===== config.mk =====
export PLATFORM = sky130hd
export DESIGN_NAME = l2_block_responder_flat
export DESIGN_NICKNAME = d
export VERILOG_FILES = /design/src/rtl/l2_block_responder_pkg.sv /design/src/rtl/l2_block_responder_if.sv /design/src/rtl/l2_block_responder_assembler.sv /design/src/rtl/l2_block_responder.sv /design/src/flat_wrapper.sv
export SDC_FILE = /design/constraint.sdc
export NUM_CORES = 1
export LEC_CHECK = 0
export ABC_AREA = 1
export CAP_MARGIN = 20
export CORE_AREA = 4 4 224 226
export DETAILED_ROUTE_END_ITERATION = 12
export DIE_AREA = 0 0 228 230
export PLACE_DENSITY = 0.68
export SETUP_SLACK_MARGIN = 0.2
export SKIP_CTS_REPAIR_TIMING = 1
export SYNTH_ARGS = -nofsm -noshare
export SYNTH_HDL_FRONTEND = slang
export SYNTH_SLANG_ARGS = --single-unit

===== constraint.sdc =====
create_clock -name CLK -period 1.5 [get_ports CLK]
set_input_delay 0.3 -clock CLK [delete_from_list [all_inputs] [get_ports CLK]]
set_output_delay 0.3 -clock CLK [all_outputs]
set_load 0.02 [all_outputs]

===== src/rtl/l2_block_responder_pkg.sv =====
// Shared widths and FSM state type for the L2 instruction-refill responder.
package l2_pkg;
  localparam int unsigned WORD_SIZE           = 4;
  localparam int unsigned WORD_WIDTH          = 8 * WORD_SIZE;
  localparam int unsigned WORD_PER_BLOCK      = 16;
  localparam int unsigned WORD_IDX_WIDTH      = $clog2(WORD_PER_BLOCK);
  localparam int unsigned BLOCK_WIDTH         = WORD_WIDTH * WORD_PER_BLOCK;
  localparam int unsigned BLOCK_ADDRESS_WIDTH = 26;

  typedef enum logic [1:0] {
    IDLE    = 2'd0,
    FETCH   = 2'd1,
    DRAIN   = 2'd2,
    RESPOND = 2'd3
  } l2_state_e;
endpackage


===== src/rtl/l2_block_responder_if.sv =====
// Cache-refill handshake plus backing-memory read port of the L2 responder.
interface l2_block_responder_if #(
  parameter int unsigned MEM_ADDRESS_WIDTH = 10
) ();
  import l2_pkg::*;

  logic                           ADDRESS_TO_L2_VALID_INSTRUCTION_CACHE;
  logic [BLOCK_ADDRESS_WIDTH-1:0] ADDRESS_TO_L2_INSTRUCTION_CACHE;
  logic                           ADDRESS_TO_L2_READY_INSTRUCTION_CACHE;
  logic                           DATA_FROM_L2_VALID_INSTRUCTION_CACHE;
  logic [BLOCK_WIDTH-1:0]         DATA_FROM_L2_INSTRUCTION_CACHE;
  logic                           DATA_FROM_L2_READY_INSTRUCTION_CACHE;
  logic                           MEM_RD_EN;
  logic [MEM_ADDRESS_WIDTH-1:0]   MEM_ADDR;
  logic [WORD_WIDTH-1:0]          MEM_RD_DATA;

  modport slave (
    input  ADDRESS_TO_L2_VALID_INSTRUCTION_CACHE,
    input  ADDRESS_TO_L2_INSTRUCTION_CACHE,
    output ADDRESS_TO_L2_READY_INSTRUCTION_CACHE,
    output DATA_FROM_L2_VALID_INSTRUCTION_CACHE,
    output DATA_FROM_L2_INSTRUCTION_CACHE,
    input  DATA_FROM_L2_READY_INSTRUCTION_CACHE,
    output MEM_RD_EN,
    output MEM_ADDR,
    input  MEM_RD_DATA
  );

  modport master (
    output ADDRESS_TO_L2_VALID_INSTRUCTION_CACHE,
    output ADDRESS_TO_L2_INSTRUCTION_CACHE,
    input  ADDRESS_TO_L2_READY_INSTRUCTION_CACHE,
    input  DATA_FROM_L2_VALID_INSTRUCTION_CACHE,
    input  DATA_FROM_L2_INSTRUCTION_CACHE,
    output DATA_FROM_L2_READY_INSTRUCTION_CACHE,
    input  MEM_RD_EN,
    input  MEM_ADDR,
    output MEM_RD_DATA
  );
endinterface


===== src/rtl/l2_block_responder_assembler.sv =====
// Packs 16 memory words into one line; word 0 ends up in the MSBs.
module l2_block_assembler
  import l2_pkg::*;
(
  input  logic                   CLK,
  input  logic                   RST,
  input  logic                   rd_en,
  input  logic [WORD_WIDTH-1:0]  rd_data,
  output logic [BLOCK_WIDTH-1:0] line
);
  logic                   rd_en_q;
  logic [BLOCK_WIDTH-1:0] line_q;

  // Read data arrives one cycle after the strobe, so the delayed strobe qualifies capture.
  always_ff @(posedge CLK) begin
    if (RST) begin
      rd_en_q <= 1'b0;
      line_q  <= '0;
    end else begin
      rd_en_q <= rd_en;
      if (rd_en_q)
        line_q <= {line_q[BLOCK_WIDTH-WORD_WIDTH-1:0], rd_data};
    end
  end

  assign line = line_q;
endmodule


===== src/rtl/l2_block_responder.sv =====
// L2 responder: accepts a block address, reads 16 words, returns one 512-bit line.
module l2_block_responder
  import l2_pkg::*;
#(
  parameter int unsigned MEM_ADDRESS_WIDTH = 10
) (
  input logic                  CLK,
  input logic                  RST,
  l2_block_responder_if.slave  bus
);
  l2_state_e                      state_q, state_n;
  logic [WORD_IDX_WIDTH-1:0]      cnt_q;
  logic [BLOCK_ADDRESS_WIDTH-1:0] block_q;
  logic                           data_valid_q, data_valid_n;
  logic                           req_ready;
  logic                           rd_en;
  logic                           accept;
  logic [BLOCK_WIDTH-1:0]         line;

  assign accept = req_ready && bus.ADDRESS_TO_L2_VALID_INSTRUCTION_CACHE;

  always_ff @(posedge CLK) begin
    if (RST) begin
      state_q      <= IDLE;
      cnt_q        <= '0;
      block_q      <= '0;
      data_valid_q <= 1'b0;
    end else begin
      state_q      <= state_n;
      data_valid_q <= data_valid_n;
      if (accept) begin
        block_q <= bus.ADDRESS_TO_L2_INSTRUCTION_CACHE;
        cnt_q   <= '0;
      end else if (state_q == FETCH) begin
        cnt_q   <= cnt_q + 1'b1;
      end
    end
  end

  always_comb begin
    state_n      = state_q;
    data_valid_n = data_valid_q;
    req_ready    = 1'b0;
    rd_en        = 1'b0;
    unique case (state_q)
      IDLE: begin
        req_ready = 1'b1;
        if (bus.ADDRESS_TO_L2_VALID_INSTRUCTION_CACHE)
          state_n = FETCH;
      end
      FETCH: begin
        rd_en = 1'b1;
        if (cnt_q == '1)
          state_n = DRAIN;
      end
      DRAIN: begin
        data_valid_n = 1'b1;
        state_n      = RESPOND;
      end
      RESPOND: begin
        if (bus.DATA_FROM_L2_READY_INSTRUCTION_CACHE) begin
          data_valid_n = 1'b0;
          state_n      = IDLE;
        end
      end
      default: state_n = IDLE;
    endcase
  end

  l2_block_assembler u_assembler (
    .CLK     (CLK),
    .RST     (RST),
    .rd_en   (rd_en),
    .rd_data (bus.MEM_RD_DATA),
    .line    (line)
  );

  // Truncating {block, cnt} to the memory width wraps silently modulo memory size.
  assign bus.MEM_ADDR  = rd_en ? MEM_ADDRESS_WIDTH'({block_q, cnt_q}) : '0;
  assign bus.MEM_RD_EN = rd_en;
  assign bus.ADDRESS_TO_L2_READY_INSTRUCTION_CACHE = req_ready;
  assign bus.DATA_FROM_L2_VALID_INSTRUCTION_CACHE  = data_valid_q;
  assign bus.DATA_FROM_L2_INSTRUCTION_CACHE        = line;
endmodule


===== src/flat_wrapper.sv =====
// flat-port wrapper written by rule: the top's interface ports become plain ports
module l2_block_responder_flat import l2_pkg::*;
#(
  parameter int unsigned MEM_ADDRESS_WIDTH = 10
)
  (CLK, RST, bus_ADDRESS_TO_L2_VALID_INSTRUCTION_CACHE, bus_ADDRESS_TO_L2_INSTRUCTION_CACHE, bus_ADDRESS_TO_L2_READY_INSTRUCTION_CACHE, bus_DATA_FROM_L2_VALID_INSTRUCTION_CACHE, bus_DATA_FROM_L2_INSTRUCTION_CACHE, bus_DATA_FROM_L2_READY_INSTRUCTION_CACHE, bus_MEM_RD_EN, bus_MEM_ADDR, bus_MEM_RD_DATA);
  l2_block_responder_if #(.MEM_ADDRESS_WIDTH(MEM_ADDRESS_WIDTH)) bus_i ();
  input logic CLK;
  input logic RST;
  input wire logic [$bits(bus_i.ADDRESS_TO_L2_VALID_INSTRUCTION_CACHE)-1:0] bus_ADDRESS_TO_L2_VALID_INSTRUCTION_CACHE;
  input wire logic [$bits(bus_i.ADDRESS_TO_L2_INSTRUCTION_CACHE)-1:0] bus_ADDRESS_TO_L2_INSTRUCTION_CACHE;
  output wire logic [$bits(bus_i.ADDRESS_TO_L2_READY_INSTRUCTION_CACHE)-1:0] bus_ADDRESS_TO_L2_READY_INSTRUCTION_CACHE;
  output wire logic [$bits(bus_i.DATA_FROM_L2_VALID_INSTRUCTION_CACHE)-1:0] bus_DATA_FROM_L2_VALID_INSTRUCTION_CACHE;
  output wire logic [$bits(bus_i.DATA_FROM_L2_INSTRUCTION_CACHE)-1:0] bus_DATA_FROM_L2_INSTRUCTION_CACHE;
  input wire logic [$bits(bus_i.DATA_FROM_L2_READY_INSTRUCTION_CACHE)-1:0] bus_DATA_FROM_L2_READY_INSTRUCTION_CACHE;
  output wire logic [$bits(bus_i.MEM_RD_EN)-1:0] bus_MEM_RD_EN;
  output wire logic [$bits(bus_i.MEM_ADDR)-1:0] bus_MEM_ADDR;
  input wire logic [$bits(bus_i.MEM_RD_DATA)-1:0] bus_MEM_RD_DATA;
  assign bus_i.ADDRESS_TO_L2_VALID_INSTRUCTION_CACHE = bus_ADDRESS_TO_L2_VALID_INSTRUCTION_CACHE;
  assign bus_i.ADDRESS_TO_L2_INSTRUCTION_CACHE = bus_ADDRESS_TO_L2_INSTRUCTION_CACHE;
  assign bus_ADDRESS_TO_L2_READY_INSTRUCTION_CACHE = bus_i.ADDRESS_TO_L2_READY_INSTRUCTION_CACHE;
  assign bus_DATA_FROM_L2_VALID_INSTRUCTION_CACHE = bus_i.DATA_FROM_L2_VALID_INSTRUCTION_CACHE;
  assign bus_DATA_FROM_L2_INSTRUCTION_CACHE = bus_i.DATA_FROM_L2_INSTRUCTION_CACHE;
  assign bus_i.DATA_FROM_L2_READY_INSTRUCTION_CACHE = bus_DATA_FROM_L2_READY_INSTRUCTION_CACHE;
  assign bus_MEM_RD_EN = bus_i.MEM_RD_EN;
  assign bus_MEM_ADDR = bus_i.MEM_ADDR;
  assign bus_i.MEM_RD_DATA = bus_MEM_RD_DATA;
  l2_block_responder #(.MEM_ADDRESS_WIDTH(MEM_ADDRESS_WIDTH)) u_core (.CLK(CLK), .RST(RST), .bus(bus_i));
endmodule

After elaboration in Yosys (flattened, before gate mapping)
Index checks and enable logic that the tools add are counted.
Cells by class
  eq/ne operators: 7
  muxes and demuxes: 9
  add/sub/neg operators: 1
  reductions and logical operators: 6
Operators by type and width (number)
  $mux 10: 1
  $pmux 2 s4: 1
  $mux 2: 3
  $ne 2x2->1 const B: 3
  $add 4x1->4 const B: 1
  $eq 2x2->1 const B: 2
  $eq 4x4->1 const B: 1
  $mux 1: 3
  $reduce_and 3->1: 1
  $eq 2x1->1 const B: 1
  $logic_not 2->1: 1
  $pmux 1 s2: 1
  $reduce_and 2->1: 1
  $reduce_bool 2->1: 1
  $reduce_or 2->1: 1
  $logic_and 1x1->1: 1
Storage, ports and cells
  output and inout port bits: 525
  flip-flop bits (word level): 526

Longest topological paths before layout
  depth in word-level cells: 4
  mapped depth: 8
  gate-level depth less buffers: 8

Cells and area by module
From an unflattened synthesis, not the netlist that was laid out.
Second synthesis, totals
  cell total of the unflattened synthesis: 3345
  area total of the unflattened synthesis: 21607.0 µm²
Modules (own cells, without submodules)
  l2_block_assembler: area an instance 20907.6 µm², sequential area each 10269.8 µm², instances 1, cells an instance 3246
  l2_block_responder: area an instance 699.4 µm², sequential area each 260.2 µm², instances 1, cells an instance 99

Least setup slack after synthesis
OpenSTA, ideal clock, no wires.
  kind: register to output
  from: register u_core.state_q[1]
  to: output bus_MEM_ADDR[3]
  stages on the path, launching flop included: 7
  required time: 1200 ps
  path buffers: 2
  data arrival time: 1287 ps
  slack: -87 ps
  path through: dfxtp_1 > inv_1 > ha_1 > clkbuf_1 > buf_2 > nand2_1 > inv_1
Between the ends
  word-level cells in the longest chain between the ends: 3
Ends and longest elaborated chain
  from (decl): line l2_block_responder.sv:11  | l2_state_e state_q, state_n;
  from (signal assigned): line l2_block_responder.sv:29  | state_q <= state_n;
  $eq 2x1->1: line l2_block_responder.sv:45  | unique case (state_q)
  $mux 1: line l2_block_responder.sv:45
  via bus_MEM_RD_EN: line flat_wrapper.sv:16  | output wire logic [$bits(bus_i.MEM_RD_EN)-1:0] bus_MEM_RD_EN;
  $mux 10: line l2_block_responder.sv:79  | assign bus.MEM_ADDR = rd_en ? MEM_ADDRESS_WIDTH'({block_q, cnt_q}) : '0;
  to (decl): line flat_wrapper.sv:17  | output wire logic [$bits(bus_i.MEM_ADDR)-1:0] bus_MEM_ADDR;
The timed path passes the listed nets, and every way through them passes these cells.

Worst setup path in the final report
  from: register u_core.state_q[1]
  to: output bus_MEM_ADDR[8]
Between the ends
  word-level cells in the longest chain between the ends: 3
Ends and longest elaborated chain (line)
  $eq 2x1->1: l2_block_responder.sv:45
  $mux 1: l2_block_responder.sv:45
  $mux 10: l2_block_responder.sv:79
Every way passes these cells.

==> parameters.txt <==
Parameter                              Value

Yosys
  Cell taking the most area after synthesis    sky130_fd_sc_hd__dfxtp_1
  Sequential area share after synthesis    0.572
  Gate count after technology mapping    2,319
  Top cell type's share of synthesized area    0.572
  Post-Syn Area    between 15,000 and 20,000 um^2
  Yosys reg bits    526
  Top cells by area in the synthesized netlist    sky130_fd_sc_hd__dfxtp_1 57%, sky130_fd_sc_hd__nor2_1 21%, sky130_fd_sc_hd__o21ai_0 14%
  Mean Syn Cell Area    7.94 um^2
  Synthesized Nets    between 2,000 and 2,500
  Distinct cell type count of the synthesized netlist    19
  Number of warnings printed during yosys synthesis    0

Place
  Final weighted congestion in routability-driven placement    around 0.9
  Post-place instance area    ~25,000 um^2
  Detailed placer's ending HPWL    roughly 50 mm
  Buffers added on ports    between 500 and 600

Route
  Vias    between 15,000 and 20,000
  Vias per inst    between 5 and 6
  First DRT Iteration DRCs    1,696
  Post-DR wirelength/cell    just over 20 um
  Total length of routed wires    between 70 and 80 mm
  DR pass1 iterations    7
  Remaining DRCs    0
  DRT antenna net count    0

Power
  Maximum vdd drop    1.16 mV
  Total power draw    58.4 mW
  Static leakage    ~15 nW
  Power per unit of standard cell area    1890 nW/um^2

Finish
  Most frequent standard cell in the layout excluding fill and tap cells    sky130_fd_sc_hd__nor2_1
  Final net count    roughly 3,200
  Layout cells sized above 1    0.493
  Design Area, Final    ~31,000 um^2
  Most frequent cells in the layout    1,024 x sky130_fd_sc_hd__nor2_1, 538 x sky130_fd_sc_hd__buf_6, 436 x sky130_fd_sc_hd__o21ai_0
  Antenna diode count    0
  Filler Cell Count    roughly 3,800
  Post-synthesis to final-layout area growth    67.7%

Die
  Chip width    approximately 230 um
  Die boundary height    roughly 230 um
  Floorplan Core Area    just under 50,000 um^2
  Number of placed I/O pins    a little under 600
  Effective utilization at floorplan    0.381
  Number of standard-cell rows in the floorplan    about 80
  Area of the die    ~52,000 um^2

Global routing
  Global route overflow    0
  Number of global-route vias before repair    between 15,000 and 20,000
  Maximum number of pins on one net before global-route repair    110
  Overall fraction of global-route tracks in use    0.244
  First-pass GRT wire length    between 100 and 150 mm
  Initial antenna violation count    0

Clocking
  Clock latency on the worst-skew pair    620 ps
  Cell at the root of the clock tree    sky130_fd_sc_hd__clkbuf_16
  H-tree lvl count    2
  Count of clock tree sinks    roughly 530
  Clock tree from TritonCTS    done
  Worst-path clk slew    60 ps
  Bufs on Longest Clock Path    3
  TritonCTS buffer count    54

Setup path
  End of the worst register-to-register path    u_core.u_assembler.line[449]
  Kind of end point of the critical path    primary output
  Worst setup path category    reg2out
  Max Fanout on Critical Path    6
  Critical path launch point type    register
  Crit path DAT    1510 ps
  Data required time at the worst endpoint    between 1000 and 1500 ps
  R2R Setup Slk    ~30 ps
  Reg-to-reg startpoint    u_core.u_assembler.rd_en_q
  R2r worst-path depth    5

Timing
  Final critical-path required period    between 1500 and 2000 ps
  Final setup skew    33.6 ps
  Final critical-path share of the clock period    1.21
  Number of failing setup endpoints in the final timing report    12
  Final number of hold-violating endpoints    0
  Worst setup slack after layout    -313 ps
  FMAX    between 500 and 600 MHz
  Worst rel slew slack    0.772
  Unrepaired setup endpoints after global routing    true
  Total negative setup slack    -3460 ps
  Transition time of the tightest slew-check pin    roughly 340 ps
  Max-slew violation count    0

Min path
  Worst Min Path Start    bus_MEM_RD_DATA[23]
  Destination of the worst hold path    u_core.u_assembler.line[23]
  Number of cells on the worst hold path    3
  Type of the most critical hold path    in2reg

Status
  Violated checks    negative setup slack
  Result of the run    finished, violations left

Run
  Number of max-capacitance violations reported    0
[critical path: stages, from the launching register on]
cell,delay [ps]
sky130_fd_sc_hd__dfxtp_2,350
sky130_fd_sc_hd__inv_2,50
sky130_fd_sc_hd__ha_4,160
sky130_fd_sc_hd__buf_6,140
sky130_fd_sc_hd__nand2_2,70
sky130_fd_sc_hd__inv_2,40
sky130_fd_sc_hd__buf_6,120
[metal layers]
metal,vias to the layer above,part of all wire,GRT usage
li1,8984,-,-
met1,9261,0.38,0.282
met2,860,0.49,0.415
met3,150,0.093,0.0918
met4,0,0.036,0.0840
met5,-,0,0
[logic make-up after synthesis]
logic type,synth area share
XOR/XNOR,0.000476
adder cells (fa/ha/maj),0.00340
AO/OA/AOI/OAI,0.142
flip-flops,0.572
AND/OR/NAND/NOR,0.219
buffers and inverters,0.0634
[cells in the mapped netlist]
cell / count
sky130_fd_sc_hd__nor2_1: 1043
sky130_fd_sc_hd__dfxtp_1: 526
sky130_fd_sc_hd__o21ai_0: 519
sky130_fd_sc_hd__clkbuf_1: 103
sky130_fd_sc_hd__buf_6: 53
sky130_fd_sc_hd__nand2_1: 22
sky130_fd_sc_hd__inv_1: 18
sky130_fd_sc_hd__buf_2: 9
sky130_fd_sc_hd__a21oi_1: 5
sky130_fd_sc_hd__buf_4: 5
sky130_fd_sc_hd__ha_1: 5
sky130_fd_sc_hd__nand3_1: 4
sky130_fd_sc_hd__buf_8: 1
sky130_fd_sc_hd__clkbuf_2: 1
sky130_fd_sc_hd__inv_2: 1
sky130_fd_sc_hd__inv_8: 1
sky130_fd_sc_hd__nor3_1: 1
sky130_fd_sc_hd__nor3b_1: 1
sky130_fd_sc_hd__xnor2_1: 1
[sequential cells by signal, summed over array words and instances, names as in the netlist]
register and count:
u_core.u_assembler.line 512, u_core.block_q 6, u_core.cnt_q 4, u_core.state_q 2, u_core.bus.DATA_FROM_L2_VALID_INSTRUCTION_CACHE 1, u_core.u_assembler.rd_en_q 1
[metrics by stage]
stage | cells | utilization | hold slack (ps) | setup slack [ps]
4_1_cts | 3536 | 0.553 | 248 | -796
6_report | 3759 | 0.639 | 280 | -313
2_1_floorplan | 2319 | - | 372 | 215
3_5_place_dp | 3440 | 0.516 | 476 | -193
3_3_place_gp | 3440 | 0.516 | 468 | -196
5_1_grt | 3759 | 0.639 | 267 | -384
[power breakdown]
group / internal, mW / leakage [nW] / switching, mW
Clock: 8.02 / 0.893 / 5.80
Sequential: 17.9 / 4.55 / 3.18
Combinational: 10.8 / 9.64 / 12.7
[layout make-up]
type,count,area [um^2],share of cell area
sequential,526,11400,0.370
timing repair buffer,892,9680,0.313
multi-input combinational,1601,7080,0.229
clock buffer,74,1540,0.0498
tap,622,778,0.0252
clock inverter,22,260,0.00842
inverter,20,111,0.00360
timing repair inverter,2,22.5,0.000729
[worst max path at each step]
| stage | from | end | slack (ps) | cells past startpoint |
|---|---|---|---|---|
| after floorplan | u_core.state_q[1] | bus_MEM_ADDR[3] | 210 | 6 |
| after global placement | RST | u_core.u_assembler.line[314] | -200 | 6 |
| after detailed placement | RST | u_core.u_assembler.line[309] | -190 | 6 |
| after CTS | u_core.state_q[1] | bus_MEM_ADDR[1] | -800 | 5 |
| after global routing | u_core.state_q[0] | bus_MEM_ADDR[8] | -380 | 5 |
| final | u_core.state_q[1] | bus_MEM_ADDR[8] | -310 | 6 |
(Power assumes the default switching activity.)
